==> config.mk <==
export PLATFORM = sky130hd
export DESIGN_NAME = tx_serializer
export DESIGN_NICKNAME = d
export VERILOG_FILES = /design/src/rtl/tx_serializer.sv
export SDC_FILE = /design/constraint.sdc
export NUM_CORES = 1
export LEC_CHECK = 0
export BUFFER_PORTS_ARGS = -buffer_cell sky130_fd_sc_hd__buf_2
export CAP_MARGIN = 25
export CORE_AREA = 2 2 50 64
export CTS_CLUSTER_DIAMETER = 80
export DETAILED_ROUTE_END_ITERATION = 16
export DIE_AREA = 0 0 52 66
export GPL_TIMING_DRIVEN = 0
export PLACE_DENSITY = 0.88
export REMOVE_ABC_BUFFERS = 1
export SYNTH_ARGS = -nofsm -noshare
export SYNTH_HDL_FRONTEND = slang
export SYNTH_SLANG_ARGS = --single-unit
==> constraint.sdc <==
create_clock -name BaudOut -period 5 [get_ports BaudOut]
set_input_delay 0.25 -clock BaudOut [delete_from_list [all_inputs] [get_ports BaudOut]]
set_output_delay 0.25 -clock BaudOut [all_outputs]
set_load 0.1 [all_outputs]
==> src/rtl/tx_serializer.sv <==
// -----------------------------------------------------------------------------
// tx_serializer
//   Asynchronous-serial (UART-style) frame transmitter. One serial bit period
//   per rising edge of BaudOut. A single-entry holding buffer accepts the next
//   word while the current frame is on the line. This allows back-to-back
//   frames with no idle gap.
//
//   Frame: start(0), DATA_WIDTH data bits (LSB or MSB first), optional
//   odd/even parity bit, then 1 or 2 stop bits (1). The per-frame settings are
//   latched when the frame starts, so later input changes wait for the next
//   frame.
//
//   Handshake: a word is accepted on a rising edge where SendValid and
//   SendReady are both high. SendReady is high exactly when the holding
//   buffer is empty. SendValid may be held high for any number of cycles.
//
// Ports
//   BaudOut      in   bit clock
//   ResetN       in   asynchronous active-low reset
//   DataIn       in   word to transmit (DATA_WIDTH bits)
//   SendValid    in   DataIn valid
//   SendReady    out  holding buffer empty
//   ParityType   in   00 none, 01 odd, 10 even, 11 none
//   StopBits     in   0: one stop bit, 1: two stop bits
//   MsbFirst     in   0: LSB first, 1: MSB first
//   BreakReq     in   request continuous break (line held low)
//   DataOut      out  registered serial line, idle high
//   ActiveFlag   out  frame or break on the line
//   DoneFlag     out  pulse during the final stop-bit cycle
//   o_dbg_state  out  current FSM state (debug visibility)
// -----------------------------------------------------------------------------
module tx_serializer #(
    parameter int DATA_WIDTH = 8
) (
    input  logic                  BaudOut,
    input  logic                  ResetN,
    input  logic [DATA_WIDTH-1:0] DataIn,
    input  logic                  SendValid,
    output logic                  SendReady,
    input  logic [1:0]            ParityType,
    input  logic                  StopBits,
    input  logic                  MsbFirst,
    input  logic                  BreakReq,
    output logic                  DataOut,
    output logic                  ActiveFlag,
    output logic                  DoneFlag,
    output logic [2:0]            o_dbg_state
);

    localparam int            CW       = $clog2(DATA_WIDTH);
    localparam logic [CW-1:0] LAST_BIT = CW'(DATA_WIDTH - 1);

    typedef enum logic [2:0] {
        ST_IDLE   = 3'd0,
        ST_START  = 3'd1,
        ST_DATA   = 3'd2,
        ST_PARITY = 3'd3,
        ST_STOP   = 3'd4,
        ST_BREAK  = 3'd5
    } state_t;

    state_t                r_state;
    logic [DATA_WIDTH-1:0] r_buf;
    logic                  r_buf_full;
    logic [DATA_WIDTH-1:0] r_frame_data;
    logic [1:0]            r_par_type;
    logic                  r_stop2;
    logic                  r_msb;
    logic [CW-1:0]         r_bit_cnt;
    logic                  r_stop_cnt;
    logic                  r_data_out;
    logic                  r_active;
    logic                  r_done;

    state_t                w_state_nxt;
    logic [CW-1:0]         w_bit_cnt_nxt;
    logic                  w_stop_cnt_nxt;
    logic                  w_load;
    logic                  w_accept;
    logic                  w_last_stop;
    logic                  w_par_en;
    logic                  w_par_bit;
    logic [CW-1:0]         w_bit_idx;
    logic                  w_data_nxt;
    logic                  w_done_nxt;

    assign w_accept    = SendValid & ~r_buf_full;
    assign w_par_en    = (r_par_type == 2'b01) || (r_par_type == 2'b10);
    // Odd parity: make the total number of ones odd; even parity: make it even.
    assign w_par_bit   = (r_par_type == 2'b01) ? ~(^r_frame_data) : (^r_frame_data);
    // r_stop_cnt counts 0 or 0,1; the last stop cycle is the one matching r_stop2.
    assign w_last_stop = (r_stop_cnt == r_stop2);

    // Next state and counters.
    always_comb begin
        w_state_nxt    = r_state;
        w_bit_cnt_nxt  = r_bit_cnt;
        w_stop_cnt_nxt = r_stop_cnt;
        w_load         = 1'b0;
        case (r_state)
            ST_IDLE: begin
                // A break request takes priority over a buffered word.
                if (BreakReq) begin
                    w_state_nxt = ST_BREAK;
                end else if (r_buf_full) begin
                    w_state_nxt = ST_START;
                    w_load      = 1'b1;
                end
            end
            ST_START: begin
                w_state_nxt   = ST_DATA;
                w_bit_cnt_nxt = '0;
            end
            ST_DATA: begin
                if (r_bit_cnt == LAST_BIT) begin
                    w_state_nxt    = w_par_en ? ST_PARITY : ST_STOP;
                    w_stop_cnt_nxt = 1'b0;
                end else begin
                    w_bit_cnt_nxt = r_bit_cnt + CW'(1);
                end
            end
            ST_PARITY: begin
                w_state_nxt    = ST_STOP;
                w_stop_cnt_nxt = 1'b0;
            end
            ST_STOP: begin
                if (w_last_stop) begin
                    if (BreakReq) begin
                        w_state_nxt = ST_BREAK;
                    end else if (r_buf_full) begin
                        w_state_nxt = ST_START;
                        w_load      = 1'b1;
                    end else begin
                        w_state_nxt = ST_IDLE;
                    end
                end else begin
                    w_stop_cnt_nxt = 1'b1;
                end
            end
            ST_BREAK: begin
                // Always go back through IDLE so the line is high for at least one cycle.
                if (!BreakReq) begin
                    w_state_nxt = ST_IDLE;
                end
            end
            default: begin
                w_state_nxt = ST_IDLE;
            end
        endcase
    end

    // The bit counter holds the index of the data bit on the line, in sending order.
    assign w_bit_idx = r_msb ? (LAST_BIT - w_bit_cnt_nxt) : w_bit_cnt_nxt;

    // Line outputs are decoded from the next state and then registered.
    always_comb begin
        w_data_nxt = 1'b1;
        w_done_nxt = 1'b0;
        case (w_state_nxt)
            ST_START:  w_data_nxt = 1'b0;
            ST_DATA:   w_data_nxt = r_frame_data[w_bit_idx];
            ST_PARITY: w_data_nxt = w_par_bit;
            ST_STOP:   w_done_nxt = (w_stop_cnt_nxt == r_stop2);
            ST_BREAK:  w_data_nxt = 1'b0;
            default:   w_data_nxt = 1'b1;
        endcase
    end

    always_ff @(posedge BaudOut or negedge ResetN) begin
        if (!ResetN) begin
            r_state      <= ST_IDLE;
            r_buf        <= '0;
            r_buf_full   <= 1'b0;
            r_frame_data <= '0;
            r_par_type   <= 2'b00;
            r_stop2      <= 1'b0;
            r_msb        <= 1'b0;
            r_bit_cnt    <= '0;
            r_stop_cnt   <= 1'b0;
            r_data_out   <= 1'b1;
            r_active     <= 1'b0;
            r_done       <= 1'b0;
        end else begin
            r_state    <= w_state_nxt;
            r_bit_cnt  <= w_bit_cnt_nxt;
            r_stop_cnt <= w_stop_cnt_nxt;
            r_data_out <= w_data_nxt;
            r_active   <= (w_state_nxt != ST_IDLE);
            r_done     <= w_done_nxt;
            // w_load needs a full buffer and w_accept needs an empty one.
            // So only one of the two can happen on any edge.
            if (w_load) begin
                r_frame_data <= r_buf;
                r_par_type   <= ParityType;
                r_stop2      <= StopBits;
                r_msb        <= MsbFirst;
                r_buf_full   <= 1'b0;
            end else if (w_accept) begin
                r_buf      <= DataIn;
                r_buf_full <= 1'b1;
            end
        end
    end

    assign SendReady   = ~r_buf_full;
    assign DataOut     = r_data_out;
    assign ActiveFlag  = r_active;
    assign DoneFlag    = r_done;
    assign o_dbg_state = r_state;

endmodule

; ---- Word level (Yosys, flattened, before mapping)
; Index checks and enable logic that the tools add are counted.
[word_totals]
regBits = 31
input_bits = 16
out_inout_bits = 7
[classes]
add_sub_neg = 2
n_lt_le_gt_ge = 1
eq_ne = 15
muxes = 26
bitwise = 4
n_reduce_logical = 7
[op_table]
columns = op, n
row1 = 3-bit 2-to-1 mux, 9
row2 = 3-bit case mux with 6 select lines, 1
row3 = "3-bit equality test, second input constant", 5
row4 = "3-bit by 2-bit equality test with 1-bit output, second input constant", 4
row5 = 1-bit 2-to-1 mux, 11
row6 = 8-bit XOR reduction, 1
row7 = "3-bit by 1-bit equality test with 1-bit output, second input constant", 2
row8 = 1-bit case mux with 3 select lines, 2
row9 = 3-bit case mux with 2 select lines, 1
row10 = "3-bit by 4-bit less-than comparator with 1-bit output, second input constant", 1
row11 = "3-bit by 1-bit adder with 3-bit output, second input constant", 1
row12 = 1-bit binary-select mux with 3-bit select, 1
row13 = 3-bit zero test, 1
row14 = 1-bit inverter, 3
row15 = 3-bit nonzero test, 1
row16 = "3-bit subtractor, first input constant", 1
row17 = 1-bit equality test, 2
row18 = "2-bit by 1-bit equality test with 1-bit output, second input constant", 1
row19 = "2-bit equality test, second input constant", 1
row20 = 1-bit case mux with 2 select lines, 1
row21 = 2-bit AND reduction, 1
row22 = 2-bit nonzero test, 1
row23 = 2-bit OR reduction, 1
row24 = 1-bit AND, 1
row25 = 1-bit logical OR, 1

; ---- Logic depth before layout (Yosys ltp)
; Gate-level depths: netlist (run 1).
[depth]
word_depth = 8
depth_mapped = 9
depth_no_buf = 9

; ---- Worst setup path before layout (run 1)
; Ideal clock, no wire load.
[synth_timing]
path_type = reg2reg
start = register r_state[2] (netlist: o_dbg_state[2])
end = register r_data_out (netlist: DataOut)
setup_time_ns = 0.077
t_arrival_ns = 2.422
t_required_ns = 4.923
setup_slack_ns = 2.500
path_stages_with_launch = 9
path_buffers = 1
period_less_slack_ns = 2.500
path_cell_list = dfrtp_1 buf_6 nor2_2 a32o_2 a22oi_4 nor4_1 nor4_1 o2111ai_1 a31oi_1
[synth_via]
elab_chain_cells = 7
elab_cells_between_ends = 23
[synth_lines]
columns = element, line_no
row1 = from (decl), 62  ; state_t r_state;
row2 = from (signal assigned), 184  ; r_state <= w_state_nxt;
row3 = 3-bit by 2-bit equality test with 1-bit output / 3-bit by 1-bit equality test with 1-bit output (equally long branches), 100  ; case (r_state)
row4 = 3-bit case mux with 2 select lines, 100
row5 = 3-bit subtractor, 153  ; assign w_bit_idx = r_msb ? (LAST_BIT - w_bit_cnt_nxt) : w_bit_cnt_nxt;
row6 = 3-bit 2-to-1 mux, 153
row7 = 1-bit binary-select mux with 3-bit select, 161  ; ST_DATA: w_data_nxt = r_frame_data[w_bit_idx];
row8 = 1-bit 2-to-1 mux (not written as such), 161
row9 = 1-bit case mux with 3 select lines (*), 159  ; case (w_state_nxt)
row10 = named net w_data_nxt, 84  ; logic w_data_nxt;
row11 = to (signal assigned), 187  ; r_data_out <= w_data_nxt;
row12 = to (decl), 71  ; logic r_data_out;
; The timed path passes the listed nets; every way through them passes the cells marked *. The select of a mux whose other input is x is not followed.
; A chain may end at the register's enable or synchronous reset.

; ---- Worst setup path in the final report (run 1)
[layout_timing]
start = register r_bit_cnt[0]
end = register r_data_out (netlist: DataOut)
[layout_via]
elab_chain_cells = 8
elab_cells_between_ends = 16
[layout_lines]
columns = element, line_no
row1 = from (decl), 69  ; logic [CW-1:0] r_bit_cnt;
row2 = from (signal assigned), 185  ; r_bit_cnt <= w_bit_cnt_nxt;
row3 = 3-bit by 1-bit adder with 3-bit output / 3-bit equality test (equally long branches), "119, 115"
row4 = 3-bit 2-to-1 mux, 115  ; if (r_bit_cnt == LAST_BIT) begin
row5 = 3-bit case mux with 2 select lines (*), 100
row6 = named net w_bit_cnt_nxt[0], 76  ; logic [CW-1:0] w_bit_cnt_nxt;
row7 = 3-bit subtractor, 153
row8 = 3-bit 2-to-1 mux (*), 153
row9 = 1-bit binary-select mux with 3-bit select (*), 161
row10 = 1-bit 2-to-1 mux (not written as such) (*), 161
row11 = 1-bit case mux with 3 select lines (*), 159
row12 = named net w_data_nxt, 84
; Marks and branches as above.

==> results of run 1 <==
==> per-layer routing <==
| layer | part of all wire | GRT usage | vias to the layer above |
|---|---|---|---|
| met5 | 0 | 0 | - |
| met4 | 0.018 | 0.1053 | 0 |
| met3 | 0.055 | 0.07240 | 6 |
| met2 | 0.55 | 0.3813 | 44 |
| met1 | 0.37 | 0.2089 | 588 |
| li1 | - | - | 578 |
==> worst paths after layout <==
check,end,slack [ns],depth (start not counted)
worst max register to register,DataOut,2.66,9
max in group asynchronous,r_buf[4],4.08,2
worst min-delay path,r_msb,0.14,2
worst min register to register,r_buf[4],0.51,1
min in group asynchronous,r_stop2,0.47,2
worst max-delay path,DataOut,2.66,9
==> sequential cells by signal (all words and copies together), names as in the netlist <==
name          flops
o_dbg_state       3
r_par_type        2
DataOut           1
r_bit_cnt         3
r_frame_data      8
DoneFlag          1
ActiveFlag        1
r_stop2           1
r_msb             1
r_buf             8
r_stop_cnt        1
r_buf_full        1
==> layout make-up <==
type	instances	area, µm²
Sequential cell	31	777.0
Timing Repair Buffer	23	120.1
Fill cell	224	1040
Inverter	11	41.29
Tap cell	36	45.04
Multi-Input combinational cell	98	770.7
Clock buffer	6	41.29
==> cell families after synthesis <==
kind of cell,count (synthesis),share of synthesized area
and+or+nand+nor,37,0.1240
DFF,31,0.4781
AOI/OAI and AO/OA,27,0.1293
muxes,20,0.1386
buffers and inverters,18,0.04773
xor gates and xnor gates,11,0.05927
adders and majority gates,3,0.02310
==> synthesized netlist by cell type (2+ instances only) <==
cell type                   count  area [µm²]
sky130_fd_sc_hd__a21oi_1        3       15.01
sky130_fd_sc_hd__mux2_2        20       225.2
sky130_fd_sc_hd__dfrtp_1       30       750.7
sky130_fd_sc_hd__nor3_1         4       20.02
sky130_fd_sc_hd__xnor2_1       10       87.58
sky130_fd_sc_hd__nor2_1         6       22.52
sky130_fd_sc_hd__o2111ai_1      2       17.52
sky130_fd_sc_hd__a31oi_1        6       37.54
sky130_fd_sc_hd__nor4_1        16       100.1
sky130_fd_sc_hd__clkbuf_1       4       15.01
sky130_fd_sc_hd__o21ai_0        6       30.03
sky130_fd_sc_hd__buf_2          2       10.01
sky130_fd_sc_hd__nand2_1        4       15.01
sky130_fd_sc_hd__ha_1           3       37.54
sky130_fd_sc_hd__inv_1          8       30.03
sky130_fd_sc_hd__inv_2          2       7.510
==> critical path: stages, from the launching register on <==
cell and delay [ns]:
sky130_fd_sc_hd__dfrtp_1 0.45, sky130_fd_sc_hd__ha_1 0.32, sky130_fd_sc_hd__a2111oi_2 0.31, sky130_fd_sc_hd__o21ai_1 0.12
sky130_fd_sc_hd__a21boi_4 0.19, sky130_fd_sc_hd__inv_2 0.14, sky130_fd_sc_hd__nor4_1 0.06, sky130_fd_sc_hd__nor4_1 0.32
sky130_fd_sc_hd__o2111ai_1 0.17, sky130_fd_sc_hd__a31oi_1 0.19
==> layout by cell type (no fill, tap or decap), types with 2 or more instances in the layout <==
| cell type | count |
|---|---|
| sky130_fd_sc_hd__dfrtp_1 | 30 |
| sky130_fd_sc_hd__buf_2 | 22 |
| sky130_fd_sc_hd__mux2_2 | 20 |
| sky130_fd_sc_hd__nor4_1 | 16 |
| sky130_fd_sc_hd__xnor2_1 | 10 |
| sky130_fd_sc_hd__inv_1 | 8 |
| sky130_fd_sc_hd__o21ai_0 | 6 |
| sky130_fd_sc_hd__a31oi_1 | 6 |
| sky130_fd_sc_hd__nor2_1 | 6 |
| sky130_fd_sc_hd__clkbuf_4 | 5 |
| sky130_fd_sc_hd__nand2_1 | 4 |
| sky130_fd_sc_hd__nor3_1 | 4 |
| sky130_fd_sc_hd__a21oi_1 | 3 |
| sky130_fd_sc_hd__ha_1 | 3 |
| sky130_fd_sc_hd__inv_2 | 2 |
| sky130_fd_sc_hd__o2111ai_1 | 2 |
==> through the flow <==
step	setup slack, ns	std cells	util	hold WS, ns	cell area [µm²]
3_5_place_dp	2.704	198	0.6152	0.3287	1744
6_report	2.659	205	0.6333	0.1425	1795
4_1_cts	2.668	205	0.6333	0.1353	1795
2_1_floorplan	2.535	140	-	-0.04559	1589
3_3_place_gp	2.764	198	0.6152	0.3070	1744
5_1_grt	2.451	205	0.6333	0.1354	1795
==> repair_timing <==
| item | CTS | global route |
|---|---|---|
| endpoints found under the hold margin | 30 | 0 |
| hold buffers | 1 | 0 |
| buffers inserted | 0 | 0 |
==> results.md, run 1 <==
• outcome: finished, final reports clean
• 1st-iter DRT viols: 36
• TritonCTS clock tree: yes
• category of the worst setup path launch point: flip-flop
• average routed wire per standard cell: 14.74 µm
• DRC violations left: 0
• FMAX: 427.2 MHz
• GRT Resource Usage Total: 0.2117
• maximum number of pins on one net before global-route repair: 32
• placer congestion estimate: 0.7535
• Worst Setup Path Type: reg2reg
• PortBufs: 22
• antenna violation net count after detailed routing: 0
• proportion of synthesized flip-flops having asynchronous set or reset: 1.000
• total wire length: 3022 µm
• Core Area: 0.002835 mm²
• Clk Tree Root Cell: sky130_fd_sc_hd__clkbuf_4
• count of warnings emitted by yosys: 0
• arrival time at the worst endpoint: 2.60 ns
• htree depth: 2
• sum of net half-perimeters after detailed placement: 2267 µm
• Max Buffers Root-to-Sink: 2
• TritonCTS Buffers: 5
• layout net count: 189
• number of antenna violations at the first check in global routing: 0
• final count of hold timing violations: 0
• distinct cell type count of the synthesized netlist: 37
• Ant. Diodes: 0
• critical-path maximum fanout: 8
• vias in the first global route: 1210
• syn_area_per_cell: 11.06 µm²
• wire length of the first global-routing pass: 5237 µm
• post-CTS clock slew at the launch and capture registers of the worst setup and hold paths: 0.09 ns
• Post-synth EDFFs: 0
• # IOs: 23
• share of post-route cells with drive strength above 1: 0.3491
• worst min-delay path class: in2reg
• post-synthesis sequential area ratio: 0.4781
• R2R Path Start: r_bit_cnt[0]
• startpoint of the worst hold path: MsbFirst
• total gr overflow: 0
• post-cts sizing count: 0
• Max Cap Violations: 0
• crit end category: flip-flop
• Setup Skew: 0.01445 ns
• setup TNS: 0 ns
• vias after detailed routing: 1216
• Pre-antenna DRT Iters: 4
• row cnt: 22
• Slew Viols, Final: 0
• FF+latch count, synth: 31
• routed via count divided by cell count: 5.932
• height of the chip: 66 µm
• worst slew slack as a fraction of its limit: 0.5306
• final setup violation count: 0
• Worst EP required: 5.26 ns
• x dimension of the die: 52 µm
• Top FF cell, synth: sky130_fd_sc_hd__dfrtp_1
• DIE AREA: 0.003432 mm²
• clk sinks: 31
• cell area after technology mapping: 0.001625 mm²
• origin of the worst setup path: r_bit_cnt[0]
• P&R area growth vs syn: 10.47%
• shortest clock period the worst path allows after layout: 2.341 ns
• gate count of the mapped netlist: 147
• clock latency at the later pin of the worst-skew pair: 0.33 ns
• setup repair after global routing missed its margin: false
• fin crit share: 0.4682
• Initial Utilization: 0.5733
• slew at the pin closest to its max-slew limit: 0.7026 ns
Power of run 1 is not shown: default switching activity piles up to over one toggle a cycle in this logic, so the estimate is an artifact.
==> inputs of run 2 (changes only) <==
- CORE_AREA: 2 2 50 64 -> 2 2 52 66
- DIE_AREA: 0 0 52 66 -> 0 0 54 68
- PLACE_DENSITY: 0.88 -> 0.83
- clock period: 5 -> 2.38 ns (I/O delays scaled with it)
==> run 2 against run 1 <==
Compared with the run above: global-route usage down 1.4 points; sequential share of layout area decreased by 1.9 points; worst hold slack got worse by 0.079 ns; non-clock buffer count is 1 higher; utilization is 2.7 points lower; flip-flop and latch count unchanged; setup slack lost 2.5 ns; critical path depth unchanged; final area increased by 4.9%; die area grew 7.0%; critical endpoint unchanged.
==> results.md, run 2 (synthesis gave the netlist of run 1 again) <==
• share of post-route cells with drive strength above 1: 0.3721
• top library cells by usage in the layout, fill and taps aside: 29 x sky130_fd_sc_hd__dfrtp_1, 22 x sky130_fd_sc_hd__buf_2, 20 x sky130_fd_sc_hd__mux2_2
• outcome: finished, final reports clean
• maximum cell stage delay along the critical path: 0.47 ns
• htree depth: 2
• origin of the worst setup path: r_bit_cnt[0]
• placer congestion estimate: 0.8189
• Most Crowded Layer GR: met2
• total wire length: 3148 µm
• multi-input logic area: 795.8 µm²
• final setup violation count: 0
• Worst EP required: 2.58 ns
• Ant. Diodes: 0
• count of fill cells added during filler insertion: 261
• cell-by-cell listing of the critical path: ha_4 -> a2111oi_4 -> o21ai_1 -> a21boi_4 -> inv_4 -> nor4_1 -> nor4_1 -> o2111ai_1 -> a31oi_1
• GRT Resource Usage Total: 0.1981
• capturing point of the worst reg2reg path: DataOut
• DRC violations left: 0
• crit end category: flip-flop
• Core Area: 0.003108 mm²
• layout net count: 190
• TritonCTS clock tree: yes
• count of placed standard cells in the final layout, fillers left out: 209
• vias after detailed routing: 1227
• timing endpoint of the critical path: DataOut
• shortest clock period the worst path allows after layout: 2.204 ns
• antenna violation net count after detailed routing: 0
• number of antenna violations at the first check in global routing: 0
• Buf+Inv Stages, Crit Path: 1
• Pre-antenna DRT Iters: 4
• 1st-iter DRT viols: 26
• number of cells traversed by the worst register-to-register path: 9
• average routed wire per standard cell: 15.06 µm
• most used cell along the critical path: sky130_fd_sc_hd__nor4_1
• critical-path maximum fanout: 8
• setup slack on the worst flop-to-flop path: 0.18 ns
• Max Cap Violations: 0
• clk sinks: 31
• Worst Setup Path Type: reg2reg
• category of the worst setup path launch point: flip-flop
• worst slew slack as a fraction of its limit: 0.5267
• maximum number of pins on one net before global-route repair: 32
• x dimension of the die: 54 µm
• slew at the pin closest to its max-slew limit: 0.7085 ns
• Setup Skew: 0.007196 ns
• routed via count divided by cell count: 5.871
• fin crit share: 0.9259
• sum of net half-perimeters after detailed placement: 2351 µm
• P&R area growth vs syn: 15.86%
• vias in the first global route: 1192
• total gr overflow: 0
• Slew Viols, Final: 0
• clock latency at the later pin of the worst-skew pair: 0.28 ns
• Clk Tree Root Cell: sky130_fd_sc_hd__clkbuf_8
• FMAX: 453.8 MHz
• final count of hold timing violations: 0
• arrival time at the worst endpoint: 2.41 ns
• Initial Utilization: 0.5229
• post-CTS clock slew at the launch and capture registers of the worst setup and hold paths: 0.06 ns
• Regs by FF count: r_buf x8, r_frame_data x8
• Register Area: 778.2 µm²
• TritonCTS Buffers: 5
• DIE AREA: 0.003672 mm²
• Max Buffers Root-to-Sink: 2
• family of cells with the greatest summed delay on the critical path: compound AO/OA/AOI/OAI gates
• R2R Path Start: r_bit_cnt[0]
• met1 GRT Util: 0.2037
• Slowest cell on crit path: sky130_fd_sc_hd__dfrtp_2
• worst min-delay path class: in2reg
• PortBufs: 22
• met2 GRT Util: 0.3506
• post-placement cell count: 199
• met3 usage: 0.06987
• wire length of the first global-routing pass: 5085 µm
• setup repair after global routing missed its margin: false
• leading cell type in the layout, fill and taps excluded: sky130_fd_sc_hd__dfrtp_1
• setup TNS: 0 ns
• row cnt: 23
• # IOs: 23
• height of the chip: 68 µm
• Stages on worst setup path: 9
[run 2: cell count changes in the layout (fill, tap and decap cells not counted), sizes merged]
cell    previous run  this run
clkbuf             6         7
clkinv             1         2
buf               22        23
[run 2: how the worst min path moves through the flow]
| stage | from | to | slack, ns | cells past startpoint |
|---|---|---|---|---|
| detailed placement | ResetN | r_stop_cnt | 0.20 | 1 |
| global route | SendValid | r_buf_full | 0.06 | 2 |
| finish | SendValid | r_buf_full | 0.06 | 2 |
| floorplan | ResetN | ActiveFlag | -0.18 | 0 |
| global placement | ResetN | r_stop_cnt | 0.17 | 1 |
| CTS | SendValid | r_buf_full | 0.05 | 2 |
[run 2: worst reg2reg max path: cells and delay by family, from the launching register on]
| kind | cells | cell delay (ns) |
|---|---|---|
| buf+inv | 1 | 0.12 |
| flops | 1 | 0.47 |
| simple gates | 2 | 0.34 |
| compound gates | 5 | 0.99 |
| fa+ha+maj | 1 | 0.21 |
[run 2: per-stage QoR]
step / setup WS (ns) / utilization / cell area, µm² / hold slack (ns)
after floorplan: -0.08537 / - / 1589 / -0.1766
after global placement: 0.1443 / 0.5616 / 1745 / 0.1735
after detailed placement: 0.03630 / 0.5616 / 1745 / 0.1962
after CTS: 0.006072 / 0.5942 / 1847 / 0.05404
after global routing: 0.01343 / 0.6059 / 1883 / 0.06097
final: 0.1764 / 0.6059 / 1883 / 0.06350
[run 2: per-layer routing]
layer	vias to the layer above	wire, µm
li1	583	-
met3	9	145
met5	-	0
met2	32	1725
met4	0	49
met1	603	1228
[run 2: cell type report]
type / instances / area share
clock inverters: 1 / 0.002658
flip-flops and latches: 31 / 0.4133
inverters: 11 / 0.02326
multi-input cells: 98 / 0.4226
well taps: 37 / 0.02458
repair buffers: 24 / 0.06777
clock buffers: 7 / 0.04585
[run 2: what timing repair did]
item,4_1_cts,5_1_grt
hold endpoints to repair,30,0
setup buffers,0,1
gates resized for setup,0,5
hold buffers,1,0
endpoints found under the setup margin,0,11
Power of run 2 is left out for the same reason.
==> inputs of run 3 (changes only) <==
- CELL_PAD_IN_SITES_DETAIL_PLACEMENT: not set -> 1
- CELL_PAD_IN_SITES_GLOBAL_PLACEMENT: not set -> 1
- CORE_AREA: 2 2 52 66 -> 2 2 57 72
- CTS_BUF_LIST: not set -> sky130_fd_sc_hd__clkbuf_8
- DIE_AREA: 0 0 54 68 -> 0 0 59 74
- PLACE_DENSITY: 0.83 -> 0.86
- REMOVE_ABC_BUFFERS: 1 -> not set
==> run 3 against run 2 <==
Compared with the run above: worst hold slack better by 0.0021 ns; flip-flop and latch count unchanged; via count increased by 4.6%; cell count up 6.7%; utilization fell by 6.9 points; die area increased by 19%; setup slack gained 0.026 ns; final area increased by 5.3%; sequential share of layout area decreased by 1.8 points.
==> results.md, run 3 (synthesis gave the netlist of run 1 again) <==
• share of post-route cells with drive strength above 1: 0.4262
• vias after detailed routing: 1284
• Worst Setup Path Type: reg2reg
• category of the worst setup path launch point: flip-flop
• arrival time at the worst endpoint: 2.38 ns
• worst setup slack after layout: 0.2022 ns
• Slew Viols, Final: 0
• wire length of the first global-routing pass: 6561 µm
• htree depth: 2
• height of the chip: 74 µm
• final setup violation count: 0
• final count of hold timing violations: 0
• Stages on worst setup path: 10
• leading cell type in the layout, fill and taps excluded: sky130_fd_sc_hd__dfrtp_1
• # IOs: 23
• FMAX: 459.2 MHz
• capturing point of the worst reg2reg path: DataOut
• outcome: finished, final reports clean
• Top Layer Used: met4
• cell-by-cell listing of the critical path: buf_2 -> and2_1 -> o21ai_1 -> a21boi_4 -> inv_4 -> buf_4 -> nor3_1 -> nor2_1 -> o2111ai_1 -> a31oi_1
• number of antenna violations at the first check in global routing: 0
• Buf+Inv Stages, Crit Path: 3
• Max Buffers Root-to-Sink: 2
• instance count along the most critical hold path: 2
• average routed wire per standard cell: 17.96 µm
• Initial Utilization: 0.4403
• Max Cap Violations: 0
• PortBufs: 22
• Worst EP required: 2.58 ns
• critical-path maximum fanout: 10
• maximum number of pins on one net before global-route repair: 32
• Regs by FF count: r_buf x8, r_frame_data x8
• TritonCTS Buffers: 5
• GRT Resource Usage Total: 0.1997
• Clk Tree Root Cell: sky130_fd_sc_hd__clkbuf_8
• R2R Path Start: o_dbg_state[0]
• total met3 wirelength after detailed routing: 128 µm
• routed length on met1: 1529 µm
• Pre-antenna DRT Iters: 4
• top library cells by usage in the layout, fill and taps aside: 25 x sky130_fd_sc_hd__dfrtp_1, 24 x sky130_fd_sc_hd__buf_2, 20 x sky130_fd_sc_hd__mux2_2
• shortest clock period the worst path allows after layout: 2.178 ns
• number of cells traversed by the worst register-to-register path: 10
• Core Area: 0.003691 mm²
• DRC violations left: 0
• net count after synthesis: 166
• placer congestion estimate: 0.9011
• startpoint of the worst hold path: SendValid
• post-CTS clock slew at the launch and capture registers of the worst setup and hold paths: 0.07 ns
• P&R area growth vs syn: 22.02%
• setup slack on the worst flop-to-flop path: 0.20 ns
• maximum cell stage delay along the critical path: 0.45 ns
• family of cells with the greatest summed delay on the critical path: compound AO/OA/AOI/OAI gates
• Ant. Diodes: 0
• worst min-delay path class: in2reg
• clock latency at the later pin of the worst-skew pair: 0.28 ns
• Slowest cell on crit path: sky130_fd_sc_hd__dfrtp_2
• endpoint with the worst hold slack: r_buf_full
• slew at the pin closest to its max-slew limit: 0.6644 ns
• clk sinks: 31
• antenna violation net count after detailed routing: 0
• x dimension of the die: 59 µm
• layout net count: 201
• sum of net half-perimeters after detailed placement: 3090 µm
• total wire length: 4006 µm
• TritonCTS clock tree: yes
• total gr overflow: 0
• worst slew slack as a fraction of its limit: 0.5570
• Setup Skew: 0.007959 ns
• crit end category: flip-flop
• total length of routed met2 wires: 2263 µm
• row cnt: 25
• 1st-iter DRT viols: 56
• DIE AREA: 0.004366 mm²
• vias in the first global route: 1379
• routed via count divided by cell count: 5.758
• worst slack after detailed placement: -0.02817 ns
• fin crit share: 0.9150
-- run 3: worst max-delay path by stage --
stage                   start       to  slack [ns]
5_1_grt          r_bit_cnt[1]  DataOut      -0.007
3_3_place_gp     r_bit_cnt[0]  DataOut        0.11
3_5_place_dp     r_bit_cnt[0]  DataOut       -0.03
2_1_floorplan  o_dbg_state[1]  DataOut        0.18
4_1_cts          r_bit_cnt[0]  DataOut       0.006
6_report       o_dbg_state[0]  DataOut        0.20
-- run 3: through the flow --
step | setup TNS [ns] | cells | hold WS, ns | utilization | cell area (µm²)
floorplan | 0 | 147 | -0.1766 | - | 1629
global route | -0.007243 | 223 | 0.07385 | 0.5373 | 1983
CTS | 0 | 218 | 0.06263 | 0.5217 | 1926
finish | 0 | 223 | 0.06560 | 0.5373 | 1983
global placement | 0 | 209 | 0.1685 | 0.4847 | 1789
detailed placement | -0.02817 | 209 | 0.1834 | 0.4847 | 1789
-- run 3: cell type report --
cell class / instances / area (µm²)
multi-input cells: 98 / 794.5
repair buffers: 28 / 157.7
flip-flops and latches: 31 / 783.3
well taps: 40 / 50.05
inverters: 11 / 43.79
fillers: 412 / 1708
plain buffers: 7 / 36.28
clock buffers: 6 / 82.58
clock inverters: 2 / 35.03
-- run 3: repair_timing --
| action | 4_1_cts | 5_1_grt |
|---|---|---|
| endpoints found under the hold margin | 30 | 0 |
| hold buffers | 1 | 0 |
| resized for setup | 2 | 5 |
| buffers inserted | 0 | 5 |
| pin swaps | 1 | 4 |
| endpoints found under the setup margin | 1 | 1 |
-- run 3: routing by layer --
| metal | vias to the layer above | global-route usage |
|---|---|---|
| met5 | - | 0 |
| met1 | 630 | 0.2172 |
| li1 | 610 | - |
| met2 | 34 | 0.3827 |
| met3 | 10 | 0.03130 |
| met4 | 0 | 0.07323 |
-- run 3: worst reg2reg max path, stage by stage (launching register included) --
cell                        delay, ns
sky130_fd_sc_hd__dfrtp_2         0.45
sky130_fd_sc_hd__buf_2           0.20
sky130_fd_sc_hd__and2_1          0.16
sky130_fd_sc_hd__o21ai_1         0.14
sky130_fd_sc_hd__a21boi_4        0.35
sky130_fd_sc_hd__inv_4           0.10
sky130_fd_sc_hd__buf_4           0.15
sky130_fd_sc_hd__nor3_1          0.14
sky130_fd_sc_hd__nor2_1          0.09
sky130_fd_sc_hd__o2111ai_1       0.22
sky130_fd_sc_hd__a31oi_1         0.11
Power of run 3 is left out for the same reason.
